$ cat src/rtl/agu_lsq.sv
// agu_lsq: in-order load/store queue fed at dispatch, snooping AGU addresses and CDB store data.
// The head entry issues one memory access at a time; load results are held on a CDB port until granted.
module agu_lsq #(
  parameter int DEPTH    = 8,
  parameter int ROB_ID_W = 3
) (
  input  logic                clk,
  input  logic                rst_n,
  input  logic                alloc_valid,
  input  logic [1:0]          alloc_op,
  input  logic [ROB_ID_W-1:0] alloc_dest,
  input  logic [15:0]         alloc_data,
  input  logic                alloc_data_rdy,
  input  logic [ROB_ID_W-1:0] alloc_data_tag,
  output logic                full,
  input  logic                agu_valid,
  input  logic [ROB_ID_W-1:0] agu_dest,
  input  logic [15:0]         agu_addr,
  input  logic                cdb_valid,
  input  logic [ROB_ID_W-1:0] cdb_dest,
  input  logic [15:0]         cdb_value,
  input  logic                commit_store,
  input  logic [ROB_ID_W-1:0] commit_dest,
  output logic                mem_read,
  output logic                mem_write,
  output logic [15:0]         mem_addr,
  output logic [15:0]         mem_wdata,
  output logic [1:0]          mem_byte_en,
  input  logic                mem_resp,
  input  logic [15:0]         mem_rdata,
  output logic                ld_out_valid,
  output logic [ROB_ID_W-1:0] ld_out_dest,
  output logic [15:0]         ld_out_value,
  input  logic                ld_out_grant,
  input  logic                flush
);
  localparam int PTR_W = $clog2(DEPTH);
  localparam logic [PTR_W:0] DEPTH_C = DEPTH[PTR_W:0];

  typedef enum logic [1:0] {ST_IDLE, ST_MEM, ST_BCAST, ST_DRAIN} state_e;

  // op encoding: bit1 set = store, bit0 set = byte access
  function automatic logic [1:0] lane_en(input logic is_byte, input logic a0);
    if (is_byte) lane_en = a0 ? 2'b10 : 2'b01;
    else         lane_en = 2'b11;
  endfunction

  function automatic logic [15:0] load_value(input logic is_byte, input logic [1:0] be,
                                             input logic [15:0] rd);
    logic [7:0] b;
    b = be[1] ? rd[15:8] : rd[7:0];
    load_value = is_byte ? {{8{b[7]}}, b} : rd;
  endfunction

  logic                valid_r    [DEPTH];
  logic [1:0]          op_r       [DEPTH];
  logic [ROB_ID_W-1:0] dest_r     [DEPTH];
  logic [15:0]         addr_r     [DEPTH];
  logic                addr_rdy_r [DEPTH];
  logic [15:0]         data_r     [DEPTH];
  logic                data_rdy_r [DEPTH];
  logic [ROB_ID_W-1:0] data_tag_r [DEPTH];

  logic [PTR_W-1:0] head_r, tail_r;
  logic [PTR_W:0]   count_r, count_nxt_s;
  logic             full_r;
  state_e           state_r, state_nxt_s;
  logic             issue_ld_s, issue_st_s, pop_s, accept_s, store_go_s;
  logic             mem_read_r, mem_write_r, req_byte_r, ld_out_valid_r;
  logic [15:0]      mem_addr_r, mem_wdata_r, ld_out_value_r;
  logic [1:0]       mem_byte_en_r;
  logic [ROB_ID_W-1:0] req_dest_r, ld_out_dest_r;

  logic                head_valid_s, head_addr_rdy_s, head_data_rdy_s;
  logic [1:0]          head_op_s;
  logic [ROB_ID_W-1:0] head_dest_s;
  logic [15:0]         head_addr_s, head_data_s;

  assign head_valid_s    = valid_r[head_r];
  assign head_addr_rdy_s = addr_rdy_r[head_r];
  assign head_data_rdy_s = data_rdy_r[head_r];
  assign head_op_s       = op_r[head_r];
  assign head_dest_s     = dest_r[head_r];
  assign head_addr_s     = addr_r[head_r];
  assign head_data_s     = data_r[head_r];

  assign store_go_s = head_addr_rdy_s && head_data_rdy_s && commit_store &&
                      (commit_dest == head_dest_s);
  // A full queue still accepts when the head pops in the same cycle
  assign accept_s   = alloc_valid && !flush && (!full_r || pop_s);

  // Next-state and issue/pop decisions
  always_comb begin
    state_nxt_s = state_r;
    issue_ld_s  = 1'b0;
    issue_st_s  = 1'b0;
    pop_s       = 1'b0;
    case (state_r)
      ST_IDLE: begin
        if (flush || !head_valid_s) begin
          state_nxt_s = ST_IDLE;
        end else if (!head_op_s[1] && head_addr_rdy_s) begin
          issue_ld_s  = 1'b1;
          state_nxt_s = ST_MEM;
        end else if (head_op_s[1] && store_go_s) begin
          issue_st_s  = 1'b1;
          state_nxt_s = ST_MEM;
        end else begin
          state_nxt_s = ST_IDLE;
        end
      end
      ST_MEM: begin
        if (flush) begin
          state_nxt_s = mem_resp ? ST_IDLE : ST_DRAIN;
        end else if (mem_resp) begin
          pop_s       = 1'b1;
          state_nxt_s = mem_read_r ? ST_BCAST : ST_IDLE;
        end else begin
          state_nxt_s = ST_MEM;
        end
      end
      ST_BCAST: begin
        if (flush || ld_out_grant) state_nxt_s = ST_IDLE;
        else                       state_nxt_s = ST_BCAST;
      end
      ST_DRAIN: begin
        if (mem_resp) state_nxt_s = ST_IDLE;
        else          state_nxt_s = ST_DRAIN;
      end
      default: state_nxt_s = ST_IDLE;
    endcase
  end

  // Occupancy after this cycle's allocate/pop
  always_comb begin
    count_nxt_s = count_r;
    if (accept_s && !pop_s)      count_nxt_s = count_r + 1'b1;
    else if (pop_s && !accept_s) count_nxt_s = count_r - 1'b1;
    else                         count_nxt_s = count_r;
  end

  // Queue storage, pointers and AGU/CDB snooping
  always_ff @(posedge clk or negedge rst_n) begin
    if (!rst_n) begin
      head_r  <= '0;
      tail_r  <= '0;
      count_r <= '0;
      full_r  <= 1'b0;
      for (int i = 0; i < DEPTH; i++) begin
        valid_r[i]    <= 1'b0;
        op_r[i]       <= 2'b00;
        dest_r[i]     <= '0;
        addr_r[i]     <= 16'h0000;
        addr_rdy_r[i] <= 1'b0;
        data_r[i]     <= 16'h0000;
        data_rdy_r[i] <= 1'b0;
        data_tag_r[i] <= '0;
      end
    end else if (flush) begin
      head_r  <= '0;
      tail_r  <= '0;
      count_r <= '0;
      full_r  <= 1'b0;
      for (int i = 0; i < DEPTH; i++) begin
        valid_r[i]    <= 1'b0;
        addr_rdy_r[i] <= 1'b0;
        data_rdy_r[i] <= 1'b0;
      end
    end else begin
      for (int i = 0; i < DEPTH; i++) begin
        if (valid_r[i] && !addr_rdy_r[i] && agu_valid && dest_r[i] == agu_dest) begin
          addr_r[i]     <= agu_addr;
          addr_rdy_r[i] <= 1'b1;
        end
        if (valid_r[i] && !data_rdy_r[i] && cdb_valid && data_tag_r[i] == cdb_dest) begin
          data_r[i]     <= cdb_value;
          data_rdy_r[i] <= 1'b1;
        end
      end
      if (pop_s) begin
        valid_r[head_r] <= 1'b0;
        head_r          <= head_r + 1'b1;
      end
      // Allocation is written last so it wins over a pop of the same slot when full
      if (accept_s) begin
        valid_r[tail_r]    <= 1'b1;
        op_r[tail_r]       <= alloc_op;
        dest_r[tail_r]     <= alloc_dest;
        addr_r[tail_r]     <= agu_addr;
        addr_rdy_r[tail_r] <= agu_valid && (agu_dest == alloc_dest);
        data_tag_r[tail_r] <= alloc_data_tag;
        if (!alloc_op[1]) begin
          data_r[tail_r]     <= 16'h0000;
          data_rdy_r[tail_r] <= 1'b1;
        end else if (alloc_data_rdy) begin
          data_r[tail_r]     <= alloc_data;
          data_rdy_r[tail_r] <= 1'b1;
        end else begin
          data_r[tail_r]     <= cdb_value;
          data_rdy_r[tail_r] <= cdb_valid && (cdb_dest == alloc_data_tag);
        end
        tail_r <= tail_r + 1'b1;
      end
      count_r <= count_nxt_s;
      full_r  <= (count_nxt_s == DEPTH_C);
    end
  end

  // FSM state register
  always_ff @(posedge clk or negedge rst_n) begin
    if (!rst_n) state_r <= ST_IDLE;
    else        state_r <= state_nxt_s;
  end

  // Memory request: launched from the head, held until the response (also through DRAIN)
  always_ff @(posedge clk or negedge rst_n) begin
    if (!rst_n) begin
      mem_read_r    <= 1'b0;
      mem_write_r   <= 1'b0;
      mem_addr_r    <= 16'h0000;
      mem_wdata_r   <= 16'h0000;
      mem_byte_en_r <= 2'b00;
      req_byte_r    <= 1'b0;
      req_dest_r    <= '0;
    end else if (issue_ld_s || issue_st_s) begin
      mem_read_r    <= issue_ld_s;
      mem_write_r   <= issue_st_s;
      mem_addr_r    <= {head_addr_s[15:1], 1'b0};
      mem_wdata_r   <= issue_st_s ? (head_op_s[0] ? {head_data_s[7:0], head_data_s[7:0]}
                                                   : head_data_s) : 16'h0000;
      mem_byte_en_r <= lane_en(head_op_s[0], head_addr_s[0]);
      req_byte_r    <= head_op_s[0];
      req_dest_r    <= head_dest_s;
    end else if ((state_r == ST_MEM || state_r == ST_DRAIN) && mem_resp) begin
      mem_read_r    <= 1'b0;
      mem_write_r   <= 1'b0;
      mem_addr_r    <= 16'h0000;
      mem_wdata_r   <= 16'h0000;
      mem_byte_en_r <= 2'b00;
    end
  end

  // Load result port
  always_ff @(posedge clk or negedge rst_n) begin
    if (!rst_n) begin
      ld_out_valid_r <= 1'b0;
      ld_out_dest_r  <= '0;
      ld_out_value_r <= 16'h0000;
    end else if (flush) begin
      ld_out_valid_r <= 1'b0;
    end else if (state_r == ST_MEM && mem_resp && mem_read_r) begin
      ld_out_valid_r <= 1'b1;
      ld_out_dest_r  <= req_dest_r;
      ld_out_value_r <= load_value(req_byte_r, mem_byte_en_r, mem_rdata);
    end else if (state_r == ST_BCAST && ld_out_grant) begin
      ld_out_valid_r <= 1'b0;
    end
  end

  assign full         = full_r;
  assign mem_read     = mem_read_r;
  assign mem_write    = mem_write_r;
  assign mem_addr     = mem_addr_r;
  assign mem_wdata    = mem_wdata_r;
  assign mem_byte_en  = mem_byte_en_r;
  assign ld_out_valid = ld_out_valid_r;
  assign ld_out_dest  = ld_out_dest_r;
  assign ld_out_value = ld_out_value_r;
endmodule

$ cat config.mk
export PLATFORM = sky130hd
export DESIGN_NAME = agu_lsq
export DESIGN_NICKNAME = d
export VERILOG_FILES = /design/src/rtl/agu_lsq.sv
export SDC_FILE = /design/constraint.sdc
export NUM_CORES = 1
export LEC_CHECK = 0
export BUFFER_PORTS_ARGS = -buffer_cell sky130_fd_sc_hd__buf_2
export CORE_MARGIN = 3
export CORE_UTILIZATION = 61
export DETAILED_ROUTE_END_ITERATION = 6
export PLACE_DENSITY = 0.83
export SLEW_MARGIN = 10
export SYNTH_ARGS = -nofsm -noshare
export SYNTH_HDL_FRONTEND = slang
export SYNTH_SLANG_ARGS = --single-unit
$ cat constraint.sdc
create_clock -name clk -period 2.96 [get_ports clk]
set_clock_uncertainty 0.05 [all_clocks]
set_input_delay 0.148 -clock clk [delete_from_list [all_inputs] [get_ports clk]]
set_output_delay 0.148 -clock clk [all_outputs]
set_load 0.03 [all_outputs]
==> results list, run 1 <==
- Starting density of the core: a little over three fifths
- In this run the tightest slew margin relative to its limit is between 30% and 40%.
- First-pass GRT wire length: about 100 mm
* Power density normalized to cell area: 623 nW/um^2
- The detail route stage leaves a number of antenna-violating nets equal to 0.
- Vias in the first global route: approximately 17,000
- Dividing the detail-routed via count by the number of cells gives 6.76.
- Leakage power: 10.7 nW
- Summed over all failing endpoints, the final setup total negative slack is 0 ns.
* Netlist cell types: between 60 and 70
* GRT Total Usage: between 30% and 40%
- Number of buffer cells added on primary ports: ~150
* Most frequent standard cell in the layout excluding fill and tap cells: dfrtp_1
- Pins over their slew limit: 0
* Syn-to-layout area delta: 15.8%
- Worst Path Class, Setup: reg -> reg
- For this design, the CTS-stage hold fixing added 61 buffers.
* Clock tree root buffer cell: clkbuf_16
* Final critical-path required period: around 2.8 ns
- Counting the buffers created by CTS gives 43.
- Cell with the largest stage delay on the worst path: nor4bb_1
- In the routed design, unresolved DRC markers number 0.
- The number of setup buffers added after CTS is 0.
- The die covers 36,200 sq um.
- For the worst setup path, the data required time is around 3.3 ns.
- Most used DFF post-synth: dfrtp_1
- Number of flops mapped to enable cells by yosys: 0
- Instance area after placement: 21,900 sq um
* Commonest cells after routing, fill and taps aside: dfrtp_1 (413), nand2_1 (210), mux2_2 (179), buf_2 (144), a22oi_1 (119)
* Detailed router's first-iteration violation count: just under 2,000
- Setup Viol. Count Final: 0
- Global routing finished with a remaining overflow of 0.
- The largest single stage delay on the critical path is around 0.48 ns.
- Path class of the lowest-slack min-delay path: in -> reg
* Maximum operating frequency: 362 MHz
- Number of warnings issued by yosys: 0
* CTS Buffer Depth: 3
- Setup repair after global routing missed its margin: false
- Counting every net in the synthesized netlist gives roughly 1,800.
* Final hold slack: about 0.025 ns
- TritonCTS clock tree: done
- Synthesis handed over a netlist of approximately 1,700 instances.
- Each instance of the synthesized netlist takes up on average about 12 sq um.
* Total core area: 33,000 sq um
- Element type at the critical path start: flip-flop
- Setup slack at placement: between 0.2 and 0.3 ns
* Number of antenna violations at the first check in global routing: 0
- Along the worst path, the maximum fanout reaches 16.
* Post-cts repair resize count: 0
- For the pin with the worst max-slew slack, the measured transition is between 0.9 and 1 ns.
- The synthesized netlist occupies a cell area of approximately 21,000 sq um.
- The worst-case IR drop observed on VDD is 0.000499 V.
- After detailed routing, the total wire length is roughly 62 mm.
- Final Hold Fails: 0
- In the finished design, the share of the clock period the worst path needs comes to 93.3%.
- For this design, the sink count on the clock tree is ~420.
- In this run the count of I/O pins placed on the die edge is between 100 and 150.
- Flops & latches, synth: 416
- Run status: finished, final reports clean
- Vias: 16,093
- Clock latency on the worst-skew pair: approximately 0.55 ns
- Chip width: ~190 um
- Share of post-route cells with drive strength above 1: 28.6%
* Y dimension of the die: between 150 and 200 um
- List of cells traversed by the critical path: nor4bb_1 > o21ai_1 > nand3b_1 > a21oi_2 > buf_4 > mux2_2
* Fraction of the yosys area taken by sequential cells: 50.3%
* Clock input transition at the sequential cells of the worst setup and hold paths: 0.06 ns
- At the worst endpoint, the arrival time is 3.13 ns.
- Once detailed placement completed, the half-perimeter wirelength came to around 37 mm.
- Final Worst Setup Slack: about 0.2 ns
- Number of levels the H-tree was split into: 2
- Counting flops with an async set or reset pin after synthesis yields a share of between 90% and 100%.
* Final Wtd Congestion: approximately 0.94
- Dividing the detail-routed wire length by the instance count gives ~26 um.
* Final-stage net count: 2,000
- Worst Setup End Kind: flip-flop
- The tool flagged a number of max-cap violations equal to 0.
- Site row count: between 60 and 70
- The finished cells cover 24,000 sq um.
* Number of search-and-repair iterations in the first detailed-routing pass: 7
- Entering global routing, the biggest net connects a little under 90 pins.
final cells by class:
type	instances	area, sq um
Sequential cell	416	10400
Multi-Input combinational cell	1156	9520
Fill cell	2122	9060
Timing Repair Buffer	271	1960
Clock buffer	67	1350
Tap cell	442	553
Clock inverter	11	114
Inverter	17	63.8
Antenna cell	1	2.50
report_power, final:
part / switching (W) / internal (W)
clock network: 0.00229 / 0.00331
registers: 0.000454 / 0.00636
logic: 0.00141 / 0.00112
metrics by stage:
step           std cells  utilization (%)  power, W
6_report            2381             72.6    0.0149
5_1_grt             2380             72.6    0.0154
4_1_cts             2380             72.6    0.0148
3_5_place_dp        2241             66.3   0.00924
3_3_place_gp        2241             66.3   0.00909
2_1_floorplan       1746                -   0.00840
cells in the mapped netlist (5+ instances only):
library cell / count / area, sq um
nand2_1: 210 / 788
xnor2_1: 38 / 333
o21ai_0: 99 / 495
a31o_2: 6 / 52.6
and2_1: 10 / 62.6
nand2b_1: 8 / 50.1
dfrtp_1: 416 / 10400
inv_1: 16 / 60.1
mux4_2: 73 / 1640
nor2_2: 6 / 37.5
mux2_1: 13 / 146
a211oi_1: 8 / 60.1
nor2_1: 36 / 135
buf_1: 21 / 78.8
mux2_2: 179 / 2020
clkbuf_1: 89 / 334
a221oi_1: 7 / 61.3
buf_4: 11 / 82.6
buf_2: 29 / 145
a31oi_1: 7 / 43.8
nand3_1: 18 / 90.1
nor2b_1: 41 / 257
and3_1: 5 / 31.3
a221o_1: 16 / 160
a21oi_1: 17 / 85.1
mux2i_1: 115 / 1150
o21ai_1: 36 / 180
nor3_1: 11 / 55.1
xor2_1: 22 / 193
a22oi_1: 119 / 893
state kept, by name, summed over array words and instances, names as in the netlist, 2 cells and up:
register / count
addr_r: 128
addr_rdy_r: 8
count_r: 4
data_r: 128
data_rdy_r: 8
data_tag_r: 24
dest_r: 24
head_r: 3
ld_out_dest: 3
ld_out_value: 16
mem_addr: 15
mem_byte_en: 2
mem_wdata: 16
op_r: 16
req_dest_r: 3
state_r: 2
tail_r: 3
valid_r: 8
worst paths after layout:
path | from | end | slack [ns] | cells after the start
min in group asynchronous | rst_n | data_r[6]$_DFFE_PN0N_ | 0.13 | 2
max in group asynchronous | rst_n | addr_r[120]$_DFFE_PN0N_ | 1.67 | 4
setup reg to reg | state_r[1]$_DFF_PN0_ | addr_r[57]$_DFFE_PN0N_ | 0.20 | 6
hold reg to reg | ld_out_dest[0]$_DFFE_PN0P_ | ld_out_dest[0]$_DFFE_PN0P_ | 0.43 | 2
setup / recovery | state_r[1]$_DFF_PN0_ | addr_r[57]$_DFFE_PN0N_ | 0.20 | 6
hold / removal | cdb_value[0] | data_r[0]$_DFFE_PN0N_ | 0.02 | 2
critical path: cells and delay by family, from the launching register on:
kind	cells	cell delay [ns]
AOI/OAI and AO/OA	2	0.49
muxes	1	0.42
DFF	1	0.46
buffers and inverters	1	0.33
and+or+nand+nor	2	0.88
layer usage:
metal,GRT usage (%),up-vias,part of all wire [%]
li1,-,6655,-
met1,45.2,8092,37
met2,55.2,1093,47
met3,7.74,253,11
met4,17.7,0,5.5
met5,0,-,0
cell families (layout without fill, tap and decap cells):
| family | Yosys count | count (layout) | synth area share [%] |
|---|---|---|---|
| buf+inv | 174 | 366 | 3.76 |
| compound gates | 337 | 337 | 10.8 |
| simple gates | 374 | 374 | 8.47 |
| xor+xnor | 60 | 60 | 2.54 |
| fa+ha+maj | 4 | 4 | 0.242 |
| mux | 380 | 380 | 23.9 |
| flops | 416 | 416 | 50.3 |
| other cells | 1 | 2 | 0.0181 |
Power figures use the tool's default switching activity.
==> inputs of run 2 (changes only) <==
--- a/config.mk
+++ b/config.mk
@@ -9,7 +9,7 @@
 export CORE_MARGIN = 3
 export CORE_UTILIZATION = 61
 export DETAILED_ROUTE_END_ITERATION = 6
-export PLACE_DENSITY = 0.83
+export PLACE_DENSITY = 0.77
 export SLEW_MARGIN = 10
 export SYNTH_ARGS = -nofsm -noshare
 export SYNTH_HDL_FRONTEND = slang
==> run 2 against run 1 <==
Maximum frequency shrank 1.6%. Total power shrank 0.49%. Critical path depth grew 2. Routed wire length shrank 4.9%. Clock power is essentially flat. Critical endpoint is now data_r[94]$_DFFE_PN0N_. Sequential power is essentially flat. Register-to-register slack lost 0.04 ns. Utilization grew 0.11 points. Clock-buffer cell count grew 4. Highest routed layer unchanged.
==> results list, run 2 (synthesized netlist as in run 1, its figures left out) <==
- Leakage power: ~11 nW
- Clock input transition at the sequential cells of the worst setup and hold paths: around 0.060 ns
- Once detail routing completed, the nets flagged for antenna violations numbered 0.
- The H-tree generated during clock tree synthesis spans 2 levels.
- Once placement completed, the tool counted placed cells totaling approximately 2,200.
* Commonest cells after routing, fill and taps aside: dfrtp_1 (413), nand2_1 (210), mux2_2 (179), buf_2 (144), a22oi_1 (119)
- Combinational share of power: between 10% and 20%
- Fraction of the cycle the final worst path needs: a little over nine tenths
* Y dimension of the die: 190 um
- In this run, the clock network consumes between 30% and 40% of the power.
- The floorplan step set the die width to 190 um.
* GRT Total Usage: around 33%
- The first TritonRoute pass finished after 6 iterations.
- After detailed routing, the number of vias per cell comes to between 6 and 7.
- The first global-routing pass estimated between 90 and 100 mm of wire.
* Maximum operating frequency: 356 MHz
- Once layout is complete, the cells apart from fillers number 2,390.
* Headroom to the max-slew limit: between 30% and 40%
- The worst setup path is of the reg -> reg kind.
* Proportion of total power due to net switching: 27.6%
- Inserted Diodes: 0
- Share of post-route cells with drive strength above 1: ~29%
- The tightest min-delay check is of the in -> reg type.
* Area of the die: between 30,000 and 40,000 sq um
- STA classifies the critical path startpoint as a flip-flop.
- Transition time of the tightest slew-check pin: around 0.98 ns
- Total power after layout: 0.0149 W
- The worst-case IR drop observed on VDD is about 0.00053 V.
- Setup Total Neg Slack: 0 ns
* Max stage delay on crit path: around 0.46 ns
- At the end of routability-driven placement, the weighted congestion stood at ~0.95.
- Max-capacitance violation count: 0
* Total core area: about 33,000 sq um
- TritonCTS created 44 clock buffers.
- Dominant cell type by count on the critical path: buf_4
* Worst path top cell family by delay: compound AO/OA/AOI/OAI gates
* Maximum number of pins on one net before global-route repair: between 80 and 90
- The number of buffers and inverters on the critical path is 2.
- Hold timing on the final database bottoms out at a slack of ~0.046 ns.
* NetSw: roughly 0.0041 W
- Worst endpoint required time: 3.30 ns
* Remaining routing DRC violations: 0
- Top-level I/O count: around 150
* Clk sink count: around 420
- Wires add up to just under 60 mm.
- The largest individual stage delay along the critical path comes from the cell dfrtp_1.
* Final Hold Fails: 0
- CTS Buffer Depth: 3
- Subtracting the final worst setup slack from the clock period gives about 2.8 ns.
* Setup Viol. Count Final: 0
- Number of antenna violations at the first check in global routing: 0
- Run status: finished, final reports clean
* Syn-to-layout area delta: 16.0%
- The number of global-route vias before repair was around 16,000.
* Starting density of the core: between 60% and 70%
* Part of the power in registers: between 40% and 50%
* Critical path arrival: 3.15 ns
* Most frequent standard cell in the layout excluding fill and tap cells: dfrtp_1
* CP Max Fanout: 19
- After the first detailed-routing iteration, the DRC count stood at ~1,700.
- The largest registers in the layout are addr_r: 128 flops, data_r: 128 flops.
- Clock latency on the worst-skew pair: 0.55 ns
- List of cells traversed by the critical path: nand3b_1 > a211oi_1 > and2_1 > buf_4 > nor2b_1 > buf_4 > a22oi_1 > o21ai_0
* Power density normalized to cell area: around 620 nW/um^2
- The routed layout has 15,745 vias.
* HPWL after detailed placement: between 30 and 40 mm
- Final-stage net count: about 2,000
- The floorplan has 66 rows.
- Setup repair after global routing left no endpoint under its margin.
- The worst setup path is captured at a flip-flop.
* Total overflow reported by the global router: 0
- TritonCTS built the clock tree.
* Pins over their slew limit: 0
* Post-detailed-route wirelength per cell: 24.8 um
- Cells fill roughly 73% of the core in the end.
- Clock tree root buffer cell: clkbuf_16
- Number of buffer cells added on primary ports: 146
* Internal power consumption: 0.0108 W
run 2: final timing paths:
kind / from / endpoint / slack, ns / cells after the start
setup / recovery: state_r[1]$_DFF_PN0_ / data_r[94]$_DFFE_PN0N_ / 0.15 / 8
hold / removal: alloc_op[1] / op_r[3]$_DFFE_PN0P_ / 0.05 / 3
setup reg to reg: state_r[1]$_DFF_PN0_ / data_r[94]$_DFFE_PN0N_ / 0.15 / 8
hold reg to reg: op_r[2]$_DFFE_PN0P_ / op_r[2]$_DFFE_PN0P_ / 0.43 / 2
max in group asynchronous: rst_n / addr_r[34]$_DFFE_PN0N_ / 1.64 / 3
min in group asynchronous: rst_n / data_r[19]$_DFFE_PN0N_ / 0.19 / 2
run 2: layer usage:
metal  global-route usage, %  routed length [um]  vias to the layer above
li1                        -                   -                     6665
met1                    45.6               23700                     8021
met2                    51.8               27900                      863
met3                    6.69                4950                      196
met4                    13.8                2740                        0
met5                       0                   0                        -
run 2: power by group through the flow:
stage,registers [W],clock network (W),logic (W)
6_report,0.00679,0.00558,0.00249
3_5_place_dp,0.00687,0,0.00238
5_1_grt,0.00687,0.00586,0.00269
3_3_place_gp,0.00683,0,0.00230
2_1_floorplan,0.00698,0,0.00142
4_1_cts,0.00678,0.00561,0.00247
run 2: tightest hold or removal path: cells and delay by family:
family / cells / cell delay, ns
buffers and inverters: 1 / 0.28
and+or+nand+nor: 2 / 0.16
run 2: what timing repair did:
| action | 4_1_cts | 5_1_grt |
|---|---|---|
| buffers inserted | 0 | 0 |
| endpoints found under the hold margin | 329 | 0 |
| setup endpoints to repair | 0 | 1 |
| gates resized for setup | 0 | 1 |
| hold buffers | 61 | 0 |
run 2: layout make-up:
| class | instances | area, sq um |
|---|---|---|
| sequential | 416 | 10400 |
| multi-input combinational | 1156 | 9520 |
| fill | 2237 | 9020 |
| timing repair buffer | 277 | 1990 |
| clock buffer | 71 | 1340 |
| tap | 442 | 553 |
| clock inverter | 11 | 120 |
| inverter | 17 | 63.8 |
run 2: per-stage QoR:
stage                     cell area (sq um)  setup WS [ns]
after global routing                  24000         0.0607
after global placement                21900          0.332
final                                 24000          0.153
after floorplan                       20700          0.511
after detailed placement              21900          0.244
after CTS                             24000          0.189
==> inputs of run 3 (changes only) <==
--- a/config.mk
+++ b/config.mk
@@ -10,6 +10,7 @@
 export CORE_UTILIZATION = 61
 export DETAILED_ROUTE_END_ITERATION = 6
 export PLACE_DENSITY = 0.77
+export RECOVER_POWER = 25
 export SLEW_MARGIN = 10
 export SYNTH_ARGS = -nofsm -noshare
 export SYNTH_HDL_FRONTEND = slang
==> run 3 against run 2 <==
First-iteration DRC count about the same. Die area unchanged. Utilization about the same. The run now ends with max-capacitance violations, max-slew violations left. Flip-flop and latch count unchanged. Worst setup slack improved by 0.0061 ns. Total power about the same. Maximum frequency increased by 0.22%. Routed wire length about the same. Clock power about the same. Combinational power about the same.
==> results list, run 3 (synthesized netlist as in run 1, its figures left out) <==
- Run status: finished with violations
- Violated checks: max-capacitance violations, max-slew violations
- In this run the power density over the cells is around 620 nW/um^2.
- The final critical path takes up a little over nine tenths of the cycle.
- The analysis attributes to cell leakage a power of between 10 and 15 nW.
- Critical path arrival: between 3 and 4 ns
- In this run the core area contains between 60 and 70 standard-cell rows.
* CP Max Fanout: 19
- The number of antenna diodes in the final layout is 0.
* Buffers inserted during post-CTS setup optimization: 0
- Timing analysis after detailed placement gives a worst setup slack of roughly 0.24 ns.
- The worst hold path passes through 3 cells.
- Pins over their slew limit: 84
* Starting density of the core: 62.7%
- The pre-antenna-repair detailed-routing pass consisted of 7 iterations.
- Headroom to the max-slew limit: -52.7%
- Cells fill 72.7% of the core in the end.
* GRT Total Usage: 33.0%
- Total overflow reported by the global router: 0
- Final Hold Fails: 0
- The first routing iteration left around 1,700 violations.
- Broken down by cell family, the worst path's largest delay share belongs to compound AO/OA/AOI/OAI gates.
- Remaining routing DRC violations: 0
* Number of antenna violations at the first check in global routing: 0
- Setup Total Neg Slack: 0 ns
* Dominant cell type by count on the critical path: buf_4
- Share of post-route cells with drive strength above 1: roughly 29%
- Setup repair after global routing missed its margin: false
- CTS Buffer Depth: 3
* Y dimension of the die: ~190 um
- TritonCTS built the clock tree.
- By startpoint and endpoint, the worst setup path is classified as reg -> reg.
- For the worst flop-to-flop path, the logic depth is 8.
- Vias in the first global route: roughly 16,000
- Final critical-path required period: approximately 2.8 ns
- Leaving out fill and tap cells, the most frequent cells in the layout are dfrtp_1 (413), nand2_1 (210), mux2_2 (179), buf_2 (145), a22oi_1 (119).
* Cell with the largest stage delay on the worst path: dfrtp_1
- Chip width: about 190 um
* Max stage delay on crit path: 0.46 ns
- Total wire length: about 60 mm
- After the flow finishes, the layout carries non-filler instances totaling around 2,400.
* Routed via count divided by cell count: approximately 6.6
* Number of buffers added by the clock tree synthesis step: 44
- The final route contains ~16,000 vias.
* Transition time of the tightest slew-check pin: approximately 2.3 ns
* Number of buffer cells added on primary ports: about 150
- Clock input transition at the sequential cells of the worst setup and hold paths: about 0.06 ns
- The die covers ~36,000 sq um.
* Instance count after placement with tap cells included: 2,247
- In the final routed layout, each cell accounts on average for 24.8 um.
* Max-capacitance violation count: 1
- Top-level I/O count: 148
- Clock latency on the worst-skew pair: approximately 0.55 ns
* Final Wtd Congestion: between 0.9 and 1
- Data on the critical path is required at its endpoint by approximately 3.3 ns.
- CTS saw 416 sinks.
- Number of levels the H-tree was split into: 2
- At the end of the flow, the number of nets in the layout was approximately 2,000.
- The largest registers in the layout are addr_r: 128 flops, data_r: 128 flops.
* Final Worst Setup Slack: 0.159 ns
- Depth of the critical timing path with buffers and inverters included: 8
* Buffers and inverters on the worst path: 2
* Total power after layout: roughly 0.015 W
- The worst setup path is launched from a flip-flop.
* Maximum number of pins on one net before global-route repair: 89
- In this run the clock root is driven by a clkbuf_16.
* ANT nets after route: 0
* Total core area: between 30,000 and 40,000 sq um
* Maximum operating frequency: between 300 and 400 MHz
- First-pass GRT wire length: approximately 93 mm
- STA classifies the critical path endpoint as a flip-flop.
- The worst-case IR drop observed on VDD is between 0.0005 and 0.0006 V.
* Path class of the lowest-slack min-delay path: in -> reg
* Setup Viol. Count Final: 0
- The HPWL after detailed placement is about 37 mm.
* List of cells traversed by the critical path: nand3b_1 > a211oi_1 > and2_1 > buf_4 > nor2b_1 > buf_4 > a22oi_1 > o21ai_0
- Relative to the synthesized area, the layout overhead comes to 15.9%.
* Most frequent standard cell in the layout excluding fill and tap cells: dfrtp_1
## run 3: power breakdown
group | total, W | internal [W] | leakage [nW] | switching (W)
clock | 0.00558 | 0.00329 | 0.722 | 0.00229
combinational | 0.00249 | 0.00112 | 4.35 | 0.00137
sequential | 0.00679 | 0.00636 | 5.61 | 0.000436
total | 0.0149 | 0.0108 | 10.7 | 0.00410
## run 3: final timing paths
path / start / to / slack (ns)
setup reg to reg: state_r[1]$_DFF_PN0_ / data_r[94]$_DFFE_PN0N_ / 0.16
setup / recovery: state_r[1]$_DFF_PN0_ / data_r[94]$_DFFE_PN0N_ / 0.16
hold reg to reg: data_r[35]$_DFFE_PN0N_ / data_r[35]$_DFFE_PN0N_ / 0.42
hold / removal: alloc_op[1] / op_r[3]$_DFFE_PN0P_ / 0.05
min in group asynchronous: rst_n / data_r[19]$_DFFE_PN0N_ / 0.80
max in group asynchronous: rst_n / addr_r[34]$_DFFE_PN0N_ / 0.50
## run 3: per-stage QoR
stage                     cell area, sq um  hold slack, ns
after floorplan                      20700          -0.198
after global placement               21900           0.176
after detailed placement             21900           0.184
after CTS                            24000          0.0260
after global routing                 24000          0.0477
final                                24000          0.0473
## run 3: layout make-up
cell class	count	area [sq um]
fillers	2238	9030
clock inverters	11	120
flip-flops and latches	416	10400
inverters	17	63.8
clock buffers	71	1340
well taps	442	553
multi-input cells	1156	9520
repair buffers	277	1980
## run 3: timing repair
item                       CTS  global route
hold buffers                61             0
setup endpoints to repair    0             1
resized for setup            0             1
hold endpoints to repair   329             0
## run 3: metal layers
| layer | share of wire, % | wire (um) | track usage (%) |
|---|---|---|---|
| met1 | 40 | 23800 | 45.6 |
| met2 | 47 | 27900 | 51.8 |
| met3 | 8.2 | 4870 | 6.69 |
| met4 | 4.6 | 2700 | 13.8 |
| met5 | 0 | 0 | 0 |
## run 3: worst reg2reg max path, stage by stage, from the launching register on
cell and delay (ns):
dfrtp_1 0.46, nand3b_1 0.35, a211oi_1 0.46, and2_1 0.28, buf_4 0.36, nor2b_1 0.09
buf_4 0.24, a22oi_1 0.25, o21ai_0 0.12
